`src/rtl/ara_pkg.sv`:
```
// Shared types and helpers for the vector alignment stage: element widths, cluster
// metadata and AXI page arithmetic.
package ara_pkg;

  typedef enum logic [1:0] {
    EW8  = 2'd0,
    EW16 = 2'd1,
    EW32 = 2'd2,
    EW64 = 2'd3
  } vew_e;

  typedef logic [15:0] vlen_cluster_t;

  typedef struct packed {
    vlen_cluster_t vl;
    vew_e          vew;
  } cluster_metadata_t;

  localparam int unsigned AxiPageBytes = 4096;
  localparam logic [1:0]  AxiBurstIncr = 2'b01;

  // Beats from the beat containing page_off up to the end of the 4 KiB page; never 0.
  function automatic logic [12:0] beats_to_page(logic [11:0] page_off, int unsigned beat_shift);
    logic [12:0] aligned;
    aligned = {1'b0, page_off} & ~((13'd1 << beat_shift) - 13'd1);
    return (13'(AxiPageBytes) - aligned) >> beat_shift;
  endfunction

endpackage

```
`src/rtl/align_burst_calc.sv`:
```
// Combinational burst sizing: length of the burst at cur_addr and the address of the
// burst that follows it.
module align_burst_calc
  import ara_pkg::*;
#(
  parameter int unsigned AxiAddrWidth = 64,
  parameter int unsigned BeatsWidth   = 20,
  parameter int unsigned BeatShift    = 6,
  parameter int unsigned MaxBurstLen  = 16
) (
  input  logic [AxiAddrWidth-1:0] cur_addr_i,
  input  logic [BeatsWidth-1:0]   beats_left_i,
  output logic [8:0]              cur_len_o,
  output logic [AxiAddrWidth-1:0] next_addr_o
);

  logic [31:0]             page_beats;
  logic [31:0]             limit;
  logic [8:0]              len;
  logic [AxiAddrWidth-1:0] aligned_addr;

  always_comb begin
    page_beats   = 32'(beats_to_page(cur_addr_i[11:0], BeatShift));
    limit        = (page_beats < MaxBurstLen) ? page_beats : MaxBurstLen;
    len          = 9'((32'(beats_left_i) < limit) ? 32'(beats_left_i) : limit);
    aligned_addr = cur_addr_i & ~((AxiAddrWidth'(1) << BeatShift) - AxiAddrWidth'(1));
    cur_len_o    = len;
    next_addr_o  = aligned_addr + (AxiAddrWidth'(len) << BeatShift);
  end

endmodule

```
`src/rtl/align_req_sequencer.sv`:
```
// Splits a vector memory descriptor into AXI4 INCR bursts on AR or AW, holding the
// cluster metadata stable until the final burst is accepted.
module align_req_sequencer
  import ara_pkg::*;
#(
  parameter int unsigned AxiDataWidth = 512,
  parameter int unsigned AxiAddrWidth = 64,
  parameter int unsigned VlWidth      = 16,
  parameter int unsigned MaxBurstLen  = 16
) (
  input  logic                    clk_i,
  input  logic                    rst_ni,
  input  logic                    req_valid_i,
  output logic                    req_ready_o,
  input  logic [AxiAddrWidth-1:0] req_addr_i,
  input  logic [VlWidth-1:0]      req_vl_i,
  input  vew_e                    req_vew_i,
  input  logic                    req_store_i,
  output cluster_metadata_t       meta_o,
  output logic [AxiAddrWidth-1:0] ax_addr_o,
  output logic [7:0]              ax_len_o,
  output logic [2:0]              ax_size_o,
  output logic [1:0]              ax_burst_o,
  output logic                    ar_valid_o,
  input  logic                    ar_ready_i,
  output logic                    aw_valid_o,
  input  logic                    aw_ready_i,
  output logic                    busy_o,
  output logic                    done_o
);

  localparam int unsigned AxiBeatBytes = AxiDataWidth / 8;
  localparam int unsigned BeatShift    = $clog2(AxiBeatBytes);
  localparam int unsigned BeatsWidth   = VlWidth + 4;
  localparam int unsigned SumWidth     = BeatsWidth + 1;

  typedef enum logic [1:0] {StIdle, StIssue, StDone} state_e;

  state_e                  state_q, state_d;
  logic [AxiAddrWidth-1:0] addr_q, addr_d;
  logic [BeatsWidth-1:0]   beats_q, beats_d;
  logic                    store_q, store_d;
  cluster_metadata_t       meta_q, meta_d;

  logic [SumWidth-1:0]     total_bytes;
  logic [BeatsWidth-1:0]   beats_init;
  logic [8:0]              cur_len;
  logic [AxiAddrWidth-1:0] next_addr;
  logic                    issue;
  logic                    ax_hs;

  align_burst_calc #(
    .AxiAddrWidth (AxiAddrWidth),
    .BeatsWidth   (BeatsWidth),
    .BeatShift    (BeatShift),
    .MaxBurstLen  (MaxBurstLen)
  ) u_calc (
    .cur_addr_i   (addr_q),
    .beats_left_i (beats_q),
    .cur_len_o    (cur_len),
    .next_addr_o  (next_addr)
  );

  // Start offset within the beat plus payload bytes, rounded up to whole beats.
  always_comb begin
    total_bytes = SumWidth'(req_addr_i[BeatShift-1:0])
                + (SumWidth'(req_vl_i) << req_vew_i)
                + SumWidth'(AxiBeatBytes - 1);
    beats_init  = BeatsWidth'(total_bytes >> BeatShift);
  end

  always_comb begin
    issue = (state_q == StIssue);
    ax_hs = issue & (store_q ? aw_ready_i : ar_ready_i);

    state_d = state_q;
    addr_d  = addr_q;
    beats_d = beats_q;
    store_d = store_q;
    meta_d  = meta_q;

    unique case (state_q)
      StIdle: begin
        if (req_valid_i) begin
          addr_d     = req_addr_i;
          beats_d    = beats_init;
          store_d    = req_store_i;
          meta_d.vl  = vlen_cluster_t'(req_vl_i);
          meta_d.vew = req_vew_i;
          state_d    = (req_vl_i == '0) ? StDone : StIssue;
        end
      end
      StIssue: begin
        if (ax_hs) begin
          addr_d  = next_addr;
          beats_d = beats_q - BeatsWidth'(cur_len);
          if (beats_q == BeatsWidth'(cur_len)) begin
            state_d = StDone;
          end
        end
      end
      StDone:  state_d = StIdle;
      default: state_d = StIdle;
    endcase
  end

  always_ff @(posedge clk_i or negedge rst_ni) begin
    if (!rst_ni) begin
      state_q <= StIdle;
      addr_q  <= '0;
      beats_q <= '0;
      store_q <= 1'b0;
      meta_q  <= '0;
    end else begin
      state_q <= state_d;
      addr_q  <= addr_d;
      beats_q <= beats_d;
      store_q <= store_d;
      meta_q  <= meta_d;
    end
  end

  always_comb begin
    req_ready_o = (state_q == StIdle);
    busy_o      = (state_q != StIdle);
    done_o      = (state_q == StDone);
    ar_valid_o  = issue & ~store_q;
    aw_valid_o  = issue & store_q;
    meta_o      = meta_q;
    ax_addr_o   = addr_q;
    // beats_q is 0 outside ISSUE, so gate the length to keep it at 0 there.
    ax_len_o    = issue ? 8'(cur_len - 9'd1) : 8'd0;
    ax_size_o   = 3'(BeatShift);
    ax_burst_o  = AxiBurstIncr;
  end

endmodule

```
`config.mk`:
```
export PLATFORM = sky130hd
export DESIGN_NAME = align_req_sequencer
export DESIGN_NICKNAME = d
export VERILOG_FILES = /design/src/rtl/ara_pkg.sv /design/src/rtl/align_burst_calc.sv /design/src/rtl/align_req_sequencer.sv
export SDC_FILE = /design/constraint.sdc
export NUM_CORES = 1
export LEC_CHECK = 0
export ABC_AREA = 1
export CORE_UTILIZATION = 52
export DETAILED_ROUTE_END_ITERATION = 10
export HOLD_SLACK_MARGIN = 0.1
export PLACE_DENSITY = 0.78
export REMOVE_ABC_BUFFERS = 1
export SKIP_CTS_REPAIR_TIMING = 1
export SLEW_MARGIN = 20
export SYNTH_ARGS = -nofsm -noshare
export SYNTH_HDL_FRONTEND = slang
export SYNTH_SLANG_ARGS = --single-unit
```
`constraint.sdc`:
```
create_clock -name clk_i -period 4.7 [get_ports clk_i]
set_input_delay 0.94 -clock clk_i [delete_from_list [all_inputs] [get_ports clk_i]]
set_output_delay 0.94 -clock clk_i [all_outputs]
set_load 0.1 [all_outputs]
```
Yosys cells after proc, flatten, opt, wreduce, memory -nomap -nowiden:

Index checks and enable logic that the tools add are counted.

* logic and storage cells: 47
* bits of input ports: 88
* flip-flop bits (word level): 105
* output and inout bits: 100

* magnitude comparators: 2
* $add $sub $neg: 6
* bitwise logic cells: 4
* mux-type cells: 15
* reductions and logical operators: 7
* equal/unequal tests: 6
* shifts and indexed selects: 1

Operators with widths (number)
* 64-bit two-way mux: 2
* 64-bit case mux with 2 select lines: 1
* 64-bit by 15-bit adder with 64-bit output: 1
* 20-bit two-way mux: 2
* 20-bit case mux with 2 select lines: 1
* 21-bit by 6-bit adder with 21-bit output, second input constant: 1
* 6-bit by 21-bit adder with 21-bit output: 1
* 16-bit by 2-bit << shifter with 21-bit output: 1
* 20-bit by 9-bit == test with 1-bit output: 1
* 20-bit by 7-bit less-than comparator with 1-bit output: 1
* 20-bit by 9-bit subtractor with 20-bit output: 1
* 16-bit zero test: 1
* 13-bit by 12-bit subtractor with 13-bit output, first input constant: 1
* 9-bit two-way mux: 1
* 2-bit two-way mux: 4
* 8-bit two-way mux: 1
* 8-bit by 1-bit subtractor with 8-bit output, second input constant: 1
* 7-bit by 5-bit less-than comparator with 1-bit output, second input constant: 1
* 7-bit two-way mux: 1
* 3-bit AND reduction: 2
* 2-bit by 1-bit inequality test with 1-bit output, second input constant: 2
* 2-bit case mux with 2 select lines: 1
* 2-bit nonzero test: 2
* 1-bit bitwise AND: 3
* 7 further kinds: 7

Longest topological paths before layout:

Gate-level depths: netlist of the first run.

* word-level depth: 9
* depth in mapped cells: 34
* gate-level depth less buffers: 34

By module:

Synthesis of the first run repeated with hierarchy kept, for this count alone.

* cells, all modules: 1403
* area total of the unflattened synthesis: 9131.3 um^2

Modules (own cells, without submodules)
* align_req_sequencer: seq. area each 2627.5 um^2, area each 6531.3 um^2, instances 1, cells each 947
* align_burst_calc: seq. area each 0.0 um^2, area each 2600.0 um^2, instances 1, cells each 456

Worst setup path before layout of the first run:

Ideal clock, no wire load.

* path type: flip-flop to output port
* from: register addr_q[7] (netlist: ax_addr_o[7])
* to: output port ax_len_o[6]
* buffers on the path: 0
* path slack: -2.255 ns
* cell stages (with the launch flop): 21
* data required time: 3.760 ns
* data arrival time: 6.015 ns
* cell sequence: dfrtp_1 -> inv_1 -> ha_1 -> nand2_1 -> nor2_1 -> nor2_1 -> nand2_1 -> a21oi_1 -> inv_1 -> ha_1 -> nand2_1 -> inv_1 -> nand2_1 -> nand2_1 -> nand2_1 -> nand2_2 -> nand2_1 -> nand2_1 -> ha_1 -> nand3_1 -> nor4_1

* cells in the longest elaborated chain, start to end: 7

Ends and longest elaborated chain
* start, declared: line align_req_sequencer.sv:40 `logic [AxiAddrWidth-1:0] addr_q, addr_d;`
* start signal, assigned: line align_req_sequencer.sv:116 `addr_q <= addr_d;`
* 13-bit by 12-bit subtractor with 13-bit output (*): line ara_pkg.sv:26 `return (13'(AxiPageBytes) - aligned) >> beat_shift;`
* 7-bit by 5-bit less-than comparator with 1-bit output: line align_burst_calc.sv:24 `limit = (page_beats < MaxBurstLen) ? page_beats : MaxBurstLen;`
* 7-bit two-way mux (*): line align_burst_calc.sv:24
* 20-bit by 7-bit less-than comparator with 1-bit output: line align_burst_calc.sv:25 `len = 9'((32'(beats_left_i) < limit) ? 32'(beats_left_i) : limit);`
* 9-bit two-way mux (*): line align_burst_calc.sv:25
* 8-bit by 1-bit subtractor with 8-bit output (*): line align_req_sequencer.sv:132 `ax_len_o = issue ? 8'(cur_len - 9'd1) : 8'd0;`
* 8-bit two-way mux (*): line align_req_sequencer.sv:132
* end, declared: line align_req_sequencer.sv:21 `output logic [7:0] ax_len_o,`

Every way passes the cells marked *; elsewhere a longest branch is shown, timed or not.

Worst setup path in the final report of the first run:

* from: register addr_q[6] (netlist: ax_addr_o[6])
* to: output port ax_len_o[5]

Same word-level chain as after synthesis.

==> results of run 1 <==
-- flip-flops by register name, indices dropped and copies added, names as in the netlist --
| register | count |
|---|---|
| store_q | 1 |
| beats_q | 20 |
| meta_o | 18 |
| state_q | 2 |
| ax_addr_o | 64 |
-- metrics by stage --
stage          setup WS (ns)  util (%)  setup TNS, ns  instance area [um^2]  instances
2_1_floorplan          -2.86         -        -210.89                  8440       1260
3_3_place_gp           0.185      66.9              0                 10700       1676
3_5_place_dp          0.0992      66.9              0                 10700       1676
4_1_cts              -0.0567      68.7        -0.0567                 11000       1692
5_1_grt              -0.0465      69.3        -0.0958                 11100       1697
6_report               0.232      69.3              0                 11100       1697
-- placed cells by master (no fill, tap or decap), types with 22 or more instances in the layout --
cell / count
nand3_1: 90
clkdlybuf4s50_1: 170
inv_1: 169
o21ai_1: 47
a21oi_1: 50
xor2_1: 22
buf_4: 28
dfrtp_1: 104
nand4_1: 26
ha_1: 32
nand2_1: 270
nor2_1: 132
o21ai_0: 96
o211ai_1: 26
nor3_1: 26
-- critical path, delay by kind of cell (launching register included) --
family          cells  cell delay, ns
buf+inv             4            0.56
compound gates      2            0.26
simple gates       11            1.53
flops               1            0.44
fa+ha+maj           2            0.37
-- worst min path at each step --
stage,start,cells past startpoint,endpoint
CTS,beats_q[19],1,beats_q[19]
detailed placement,meta_o[6],2,meta_o[6]
global placement,beats_q[19],1,beats_q[19]
finish,meta_o[17],2,meta_o[17]
global route,beats_q[19],1,beats_q[19]
floorplan,beats_q[19],1,beats_q[19]
-- cell type report --
type,instances,share of cell area (%)
inverter,189,6.38
sequential,105,23.6
multi-input combinational,966,46.4
tap,216,2.43
timing repair buffer,205,18.4
clock buffer,9,2.02
clock inverter,7,0.664
-- logic make-up after synthesis --
| family | count (synthesis) | synth area share [%] |
|---|---|---|
| and+or+nand+nor | 617 | 32.1 |
| AOI/OAI and AO/OA | 276 | 18.5 |
| buffers and inverters | 237 | 10.9 |
| DFF | 105 | 30.4 |
| adders and majority gates | 35 | 5.24 |
| xor gates and xnor gates | 26 | 2.64 |
| other | 2 | 0.0869 |
| muxes | 2 | 0.232 |
-- per-layer routing --
metal  global-route usage [%]  part of all wire, %  vias to the layer above
li1                         -                    -                     4652
met1                     42.5                   42                     4296
met2                     59.5                   48                      394
met3                     3.66                  6.0                       63
met4                     17.3                  4.5                        0
met5                        0                    0                        -
==> impl_results.md, run 1 <==
* Clock Skew at 0.0117 ns
* Area growth, synth to finish at 28.8%
* Vias in the first global route at between 8,000 and 9,000
* Chip Height at 131 um
* Critical path type: reg2out
* Crit path from: ax_addr_o[6]
* Most used cell, CP: nand2_1
* Multi-input gate area at 0.00517 mm^2
* Critical Path Slowest Stage Cell: dfrtp_2
* Clk slew on worst S/H paths at 0.08 ns
* Top-count cell post-synth: nand2_1
* Vias per cell at 5.54
* I/O Pins at 188
* Antenna Nets Post-Route at 0
* Worst r2r src: ax_addr_o[6]
* Core area at between 0.015 and 0.02 mm^2
* Commonest cells post-synth: 273 x nand2_1, 170 x inv_1, 137 x nor2_1
* CP cell instances: inv_2 > ha_1 > nand2_1 > nor2_2 > nor2_2 > nand2_2 > inv_1 > ha_1 > a21oi_1 > nand2_1 > nor4_4 > buf_4 > nand3_1 > nand2_2 > nand2_1 > nor2_1 > a21oi_1 > nor2_1 > buf_12
* First-pass GRT wire length at 44,700 um
* TritonRoute pass-1 iters at 7
* Final Max Slew Viols at 0
* Final Hold Fails at 0
* Antenna Cells at 0
* CTS H-tree depth at 3
* DR vias at between 9,000 and 10,000
* CTS Buffer Depth at 2
* Port bufs at around 180
* Yosys warns at 0
* Filler instances at approximately 1,400
* Tcrit/Tclk final at between 90% and 100%
* Minimum clock period at 4.47 ns
* Reg2reg end: ax_addr_o[54]
* CTS tree: yes
* Overall routing resource usage at between 30% and 40%
* Peak Freq at 224 MHz
* Mapped Area at 0.00864 mm^2
* Worst Path Arrival at roughly 3.5 ns
* RSZ-0062 raised after global routing: true
* Yosys top cell by area: dfrtp_1
* Status: completed
* DP HPWL at 22,100 um
* Worst Path Max Fanout at 5
* Max incr delay on CP at 0.44 ns
* Synth area leaders: dfrtp_1 30%, nand2_1 12%, inv_1 7.4%
* Mean post-synth cell area at 6.65 um^2
* Total gr overflow at 0
* Total Wirelength at 28,500 um
* Ys async rst share at 100%
* DRT iter0 DRCs at 716
* Finish-stage setup viols at 0
* R2R setup slack at 0.30 ns
* Count of flip-flops with a built-in enable after synthesis at 0
* Initial antenna violation count at 0
* Root Driver: clkbuf_16
* Synthesized netlist cell count at 1,300
* Worst-margin pin slew at about 1.0 ns
* CP endpoint kind: primary output
* CTS Sinks at 105
* FF+latch count, synth at 105
* CTS Buf Count at 9
* Row cnt at 46
* Worst R2R Path Depth at 27
* Distinct cells, synth at 54
* Register area at 0.00263 mm^2
* HP Class: reg2reg
* Largest net degree at the start of global routing at 57
* DRC Markers at 0
* Die area at 0.0171 mm^2
* Critical path required time at 3.76 ns
* Final GP Congestion at 0.994
* WL/cell at 16.8 um
* Worst Setup EP: ax_len_o[5]
* Share of the synthesized area in the top cell type at 30.4%
* Critical path launch point type: register
* WHS at 0.480 ns
* Max Cap Viol at 0
* Die Wd at ~130 um
* Main synth FF type: dfrtp_1
* Fin nets at 1,599
* Register area share after synthesis at 30.4%
* Worst slew margin at 29.9%
* Initial core utilization at 53.8%
* Share of post-route cells with drive strength above 1 at 8.91%
* Clk_lat worst skew at 0.36 ns
Power of run 1 is not shown: default switching activity piles up to over one toggle a cycle in this logic, so the estimate is an artifact.
==> inputs of run 2 (changes only) <==
--- a/config.mk
+++ b/config.mk
@@ -6,6 +6,7 @@
 export NUM_CORES = 1
 export LEC_CHECK = 0
 export ABC_AREA = 1
+export CORE_MARGIN = 2
 export CORE_UTILIZATION = 52
 export DETAILED_ROUTE_END_ITERATION = 10
 export HOLD_SLACK_MARGIN = 0.1
==> constraint.sdc (replaced) <==
create_clock -name clk_i -period 4.2 [get_ports clk_i]
set_input_delay 0.84 -clock clk_i [delete_from_list [all_inputs] [get_ports clk_i]]
set_output_delay 0.84 -clock clk_i [all_outputs]
set_load 0.1 [all_outputs]
==> run 2 against run 1 <==
  * The flow now finishes with violations (negative setup slack)
  * Global-route usage fell by 1.8 points
  * Final area is 8.2% higher
  * Die area is 3.1% higher
  * Clock-buffer cell count grew 3
  * Non-clock buffer count increased by 49
  * Critical path depth is 2 higher
==> impl_results.md, run 2 (same netlist as run 1, synthesis figures left out) <==
* Status: complete, but fails checks
* Failing checks: negative setup slack
* CP endpoint kind: primary output
* First-pass GRT wire length at 45,700 um (+2.1%)
* CTS Sinks at 105 (unchanged)
* Met2 wire len at 14,800 um (+8.3%)
* Fin nets at 1,648 (+3.1%)
* Row cnt at 47 (+2.2%)
* DR vias at 9,747 (+3.6%)
* Overall routing resource usage at 32.6% (-1.8 points)
* Commonest non-fill, non-tap cells in the layout: 259 x nand2_1, 169 x clkdlybuf4s50_1, 163 x inv_1
* CTS tree: yes
* HP Class: reg2reg
* Final GP Congestion at 1.01 (+1.1%)
* Root Driver: clkbuf_16
* Highest metal used: met5
* Most common cell after layout, fill and taps aside: nand2_1
* Critical path type: reg2out
* Peak Freq at 232 MHz
* Clk slew on worst S/H paths at 0.07 ns (about the same)
* Register area at 0.00263 mm^2 (about the same)
* Worst slew margin at 33.2% (+3.3 points)
* I/O Pins at 188 (unchanged)
* Final setup margin at -0.105 ns (-0.337 ns)
* Critical path launch point type: register
* Multi-input gate area at 0.00561 mm^2 (+8.7%)
* CTS Buffer Depth at 2 (unchanged)
* Area growth, synth to finish at 39.3%
* Largest register FFs at 64 (unchanged)
* Vias in the first global route at 8,973 (+2.8%)
* Dpl ws at -0.144 ns (-0.243 ns)
* Antenna Nets Post-Route at 0 (unchanged)
* Minimum clock period at 4.31 ns
* Clock Skew at 0.00744 ns (-0.00422 ns)
* Finish-stage setup viols at 5 (+5)
* TritonRoute pass-1 iters at 6 (-1)
* Worst-margin pin slew at 0.999 ns (-0.0490 ns)
* WL/cell at 17.2 um (+2.6%)
* RSZ-0062 raised after global routing: true
* Largest net degree at the start of global routing at 111 (+95%)
* Max Cap Viol at 0 (unchanged)
* Final Max Slew Viols at 0 (unchanged)
* Critical path required time at 3.36 ns (-0.40 ns)
* Die area at 0.0177 mm^2 (+3.1%)
* Clk_lat worst skew at 0.37 ns (about the same)
* Total Wirelength at 30,200 um (+5.8%)
* DRC Markers at 0 (unchanged)
* Core area at 0.0164 mm^2 (+2.2%)
* Tcrit/Tclk final at 103%
* Final Hold Fails at 0 (unchanged)
* Initial core utilization at 52.7% (-1.1 points)
* Share of post-route cells with drive strength above 1 at 16.1% (+7.2 points)
* Die Wd at 133 um (+1.5%)
* Worst Path Max Fanout at 6 (+1)
* Total gr overflow at 0 (unchanged)
* DRT iter0 DRCs at 806 (+13%)
* Worst Path Arrival at 3.47 ns (-0.06 ns)
* Filler instances at 1,319 (-6.0%)
* DP HPWL at 22,200 um (+0.72%)
* DR WL met3 at 2000 um (+18%)
* Met1 Wirelength at 12,300 um (+3.5%)
* Chip Height at 133 um (+1.5%)
* CTS Buf Count at 9 (unchanged)
* Initial antenna violation count at 1 (+1)
* CTS H-tree depth at 3 (unchanged)
* Port bufs at 182 (unchanged)
* Vias per cell at 5.57 (+0.50%)
* Antenna Cells at 0 (unchanged)
[run 2: path summary, 6_finish.rpt]
| kind | to | cells past startpoint | startpoint | slack [ns] |
|---|---|---|---|---|
| setup reg to reg | ax_addr_o[46] | 29 | ax_addr_o[7] | 0.01 |
| hold / removal | meta_o[17] | 2 | meta_o[17] | 0.48 |
| max in group asynchronous | store_q | 2 | rst_ni | 2.80 |
| min in group asynchronous | ax_addr_o[16] | 1 | rst_ni | 0.50 |
| hold reg to reg | meta_o[17] | 2 | meta_o[17] | 0.48 |
| setup / recovery | ax_len_o[6] | 21 | ax_addr_o[7] | -0.11 |
[run 2: worst max-delay path: stages, from the launching register on]
cell	delay, ns
dfrtp_1	0.39
inv_2	0.09
ha_4	0.14
nand2_1	0.06
nor2_1	0.13
nor2_2	0.07
nand2_4	0.10
inv_1	0.06
ha_1	0.19
a21oi_1	0.15
nand2_1	0.11
nor4_4	0.31
nand2_4	0.09
buf_6	0.15
nand2_1	0.07
nand2_2	0.08
buf_6	0.14
inv_6	0.07
nand3_4	0.09
nor4_4	0.27
buf_4	0.16
buf_12	0.16
[run 2: metal layers]
| layer | up-vias | GRT usage [%] |
|---|---|---|
| met4 | 2 | 14.0 |
| met2 | 395 | 56.2 |
| met5 | - | 0 |
| li1 | 4772 | - |
| met1 | 4507 | 40.5 |
| met3 | 71 | 5.06 |
[run 2: cell type report]
type                    instances  share of cell area, %
multi-input cells             966                   46.7
flip-flops and latches        105                   21.8
clock inverters                 4                  0.426
clock buffers                  12                   2.05
well taps                     220                   2.29
repair buffers                254                   20.8
inverters                     189                   5.96
[run 2: stage by stage]
step / instance area (um^2) / util (%) / TNS, ns / std cells / hold WS [ns]
after floorplan: 8440 / - / -267.39 / 1260 / 0.442
after global placement: 11000 / 67.3 / -0.106 / 1712 / 0.455
after detailed placement: 11000 / 67.3 / -1.01 / 1712 / 0.464
after CTS: 11300 / 69.1 / -3.89 / 1728 / 0.488
after global routing: 12000 / 73.3 / -6.53 / 1750 / 0.503
final: 12000 / 73.3 / -0.385 / 1750 / 0.482
Power of run 2 is left out for the same reason.
==> inputs of run 3 (changes only) <==
--- a/config.mk
+++ b/config.mk
@@ -5,12 +5,12 @@
 export SDC_FILE = /design/constraint.sdc
 export NUM_CORES = 1
 export LEC_CHECK = 0
-export ABC_AREA = 1
 export CORE_MARGIN = 2
-export CORE_UTILIZATION = 52
+export CORE_UTILIZATION = 51
+export CTS_CLUSTER_DIAMETER = 100
 export DETAILED_ROUTE_END_ITERATION = 10
 export HOLD_SLACK_MARGIN = 0.1
-export PLACE_DENSITY = 0.78
+export PLACE_DENSITY = 0.77
 export REMOVE_ABC_BUFFERS = 1
 export SKIP_CTS_REPAIR_TIMING = 1
 export SLEW_MARGIN = 20
==> run 3 against run 2 <==
  * The run still ends with negative setup slack left
  * Via count decreased by 8.5%
  * Flip-flop and latch count unchanged
  * Register-to-register slack got worse by 0.92 ns
  * Clock skew increased by 0.0011 ns
  * Maximum frequency decreased by 17%
  * Utilization increased by 4.3 points
  * Setup slack got worse by 0.88 ns
  * Clock-buffer cell count decreased by 2
  * Final cell count decreased by 17%
==> impl_results.md, run 3 <==
* Synthesized netlist cell count at 969 (-25%)
* Main synth FF type: dfrtp_1
* Post-DP Area at 0.0107 mm^2 (-3.0%)
* Worst R2R Path Depth at 26 (-10%)
* Peak VDD IR at 551 uV
* Distinct cells, synth at 89 (+65%)
* I/O Pins at 188 (unchanged)
* Port bufs at 182 (unchanged)
* CTS Sinks at 105 (unchanged)
* Minimum clock period at 5.19 ns (+0.881 ns)
* Die Wd at 129 um (-2.9%)
* Reg2reg end: ax_addr_o[44]
* Commonest non-fill, non-tap cells in the layout: 168 x clkdlybuf4s50_1, 128 x nand2_1, 117 x buf_4
* TritonRoute pass-1 iters at 5 (-1)
* Final setup margin at -0.986 ns (-0.881 ns)
* Max Cap Viol at 0 (unchanged)
* Largest net degree at the start of global routing at 66 (-41%)
* Worst Hold End: meta_o[4]
* HP Class: reg2reg
* R2R setup slack at -0.91 ns (-0.92 ns)
* Fin nets at 1,363 (-17%)
* First-pass GRT wire length at 40,800 um (-11%)
* Register area share after synthesis at 32.9% (+2.5 points)
* CTS Buf Count at 9 (unchanged)
* Filler instances at 1,069 (-19%)
* Top-count cell post-synth: nand2_1
* Total Wirelength at 27,800 um (-8.0%)
* Tcrit/Tclk final at 123% (+21 points)
* RSZ-0062 raised after global routing: true
* Critical path required time at 3.36 ns (about the same)
* Register area at 0.00263 mm^2 (unchanged)
* Core area at 0.0153 mm^2 (-7.0%)
* Peak Freq at 193 MHz (-17%)
* Ys async rst share at 100% (unchanged)
* Count of flip-flops with a built-in enable after synthesis at 0 (unchanged)
* Worst Hold Depth at 2 (unchanged)
* CTS H-tree depth at 3 (unchanged)
* Area growth, synth to finish at 48.4%
* DP HPWL at 18,500 um (-17%)
* Multi-input gate area at 0.00559 mm^2 (-0.42%)
* Synth area leaders: dfrtp_1 33%, nand2_1 6.2%, ha_1 5.2%
* Most common cell after layout, fill and taps aside: clkdlybuf4s50_1
* Worst r2r src: ax_addr_o[7]
* Status: complete, but fails checks
* Mean post-synth cell area at 8.24 um^2 (+24%)
* Critical path launch point type: register
* CTS tree: yes
* WL/cell at 19.1 um (+11%)
* Die area at 0.0167 mm^2 (-5.7%)
* Worst Path Arrival at 4.35 ns (+0.88 ns)
* DRC Markers at 0 (unchanged)
* Vias per cell at 6.12 (+9.9%)
* Fin area at 0.0118 mm^2 (-1.6%)
* Hold path start: meta_o[4]
* Gate power share at 69.0%
* Antenna Nets Post-Route at 0 (unchanged)
* Antenna Cells at 0 (unchanged)
* Worst slew margin at 30.3% (-2.9 points)
* Flop pwr share at between 10% and 20%
* Largest register FFs at 64 (unchanged)
* Failing checks: negative setup slack
* Sw power at approximately 4.2 mW
* Share of the synthesized area in the top cell type at 32.9% (+2.5 points)
* FF+latch count, synth at 105 (unchanged)
* Worst-margin pin slew at 1.04 ns (+0.0388 ns)
* CP endpoint kind: primary output
* Initial core utilization at 52.3% (-0.37 points)
* Pwr Density at 686 mW/mm^2
* P_int at 3.90 mW
* Leakage power at 4.93 nW
* Vias in the first global route at 8,116 (-9.6%)
* Finish-stage setup viols at 81 (+76)
* DRT iter0 DRCs at 876 (+8.7%)
* Commonest cells post-synth: 132 x nand2_1, 105 x dfrtp_1, 97 x nor2_1
* Mapped Area at 0.00798 mm^2 (-7.6%)
* Clk_lat worst skew at 0.36 ns (about the same)
* Yosys top cell by area: dfrtp_1
* Clock Skew at 0.00857 ns (+0.00114 ns)
* Initial antenna violation count at 0 (-1)
* Sw Ratio at about 52%
* Clk pwr share at 11.8%
* Root Driver: clkbuf_16
* Final Util at 77.6% (+4.3 points)
* Share of post-route cells with drive strength above 1 at 24.1% (+8.0 points)
* Total gr overflow at 0 (unchanged)
* Overall routing resource usage at 30.8% (-1.8 points)
* CTS Buffer Depth at 2 (unchanged)
* Row cnt at 45 (-4.3%)
* Final Max Slew Viols at 0 (unchanged)
* Worst Path Max Fanout at 4 (-2)
* Yosys warns at 0 (unchanged)
* Clk slew on worst S/H paths at 0.07 ns (about the same)
* DR vias at 8,915 (-8.5%)
* Critical path type: reg2out
* Final Hold Fails at 0 (unchanged)
* Final GP Congestion at 0.902 (-10%)
* Total power at 8.13 mW
* Chip Height at 129 um (-2.9%)
run 3: cell families after synthesis:
kind of cell | synth area share [%]
other cells | 0.0941
xor+xnor | 3.18
mux | 4.33
fa+ha+maj | 5.68
buf+inv | 5.03
simple gates | 26.8
compound gates | 22.0
flops | 32.9
run 3: critical path, cell delays in order (launching register included):
cell       delay, ns
dfrtp_1         0.39
inv_2           0.09
ha_4            0.16
nand2b_4        0.07
nor4_4          0.33
o21ai_2         0.12
inv_2           0.12
nand2_4         0.07
ha_4            0.23
a21oi_2         0.13
nor2b_1         0.07
o21ai_1         0.15
nand2_1         0.12
nor4_4          0.35
mux2i_1         0.31
buf_4           0.18
inv_2           0.04
ha_4            0.15
or4_1           0.47
o211ai_1        0.17
clkbuf_16       0.27
run 3: metal layers:
layer  track usage (%)  part of all wire [%]  vias to the layer above
met5                 0                     0                        -
met4              9.85                   2.4                        0
met3              4.62                   8.0                       57
met2              49.6                    47                      460
met1              42.9                    42                     4324
li1                  -                     -                     4074
run 3: power by group through the flow:
| stage | logic (mW) | clock network, mW | registers (mW) |
|---|---|---|---|
| floorplan | 1.98 | 0 | 2.80 |
| global placement | 4.83 | 0 | 1.54 |
| detailed placement | 4.90 | 0 | 1.54 |
| CTS | 4.93 | 0.955 | 1.52 |
| global route | 5.93 | 1.01 | 1.59 |
| finish | 5.61 | 0.956 | 1.56 |
run 3: worst max-delay path by stage:
stage	start	endpoint	slack, ns	depth (start not counted)
floorplan	ax_addr_o[7]	ax_len_o[2]	-2.37	18
global placement	ax_addr_o[7]	ax_addr_o[60]	-0.62	25
detailed placement	ax_addr_o[7]	ax_addr_o[19]	-0.80	24
CTS	ax_addr_o[7]	ax_len_o[2]	-0.96	22
global route	ax_addr_o[7]	ax_addr_o[60]	-1.18	25
finish	ax_addr_o[7]	ax_len_o[2]	-0.99	20
run 3: area by class of cell:
class                           count  share of cell area [%]
Clock inverter                      6                   0.761
Multi-Input combinational cell    782                    47.2
Sequential cell                   105                    22.2
Inverter                           36                    1.14
Tap cell                          211                    2.23
Timing Repair Buffer              306                    24.5
Clock buffer                       10                    2.02
run 3: metrics by stage:
step	setup WS (ns)	TNS [ns]	instances	hold slack, ns
final	-0.986	-45.90	1456	0.475
after global routing	-1.18	-64.29	1456	0.517
after CTS	-0.962	-43.47	1433	0.479
after global placement	-0.624	-26.57	1417	0.458
after detailed placement	-0.800	-36.75	1417	0.461
after floorplan	-2.37	-135.16	921	0.503
Power figures use the tool's default switching activity.
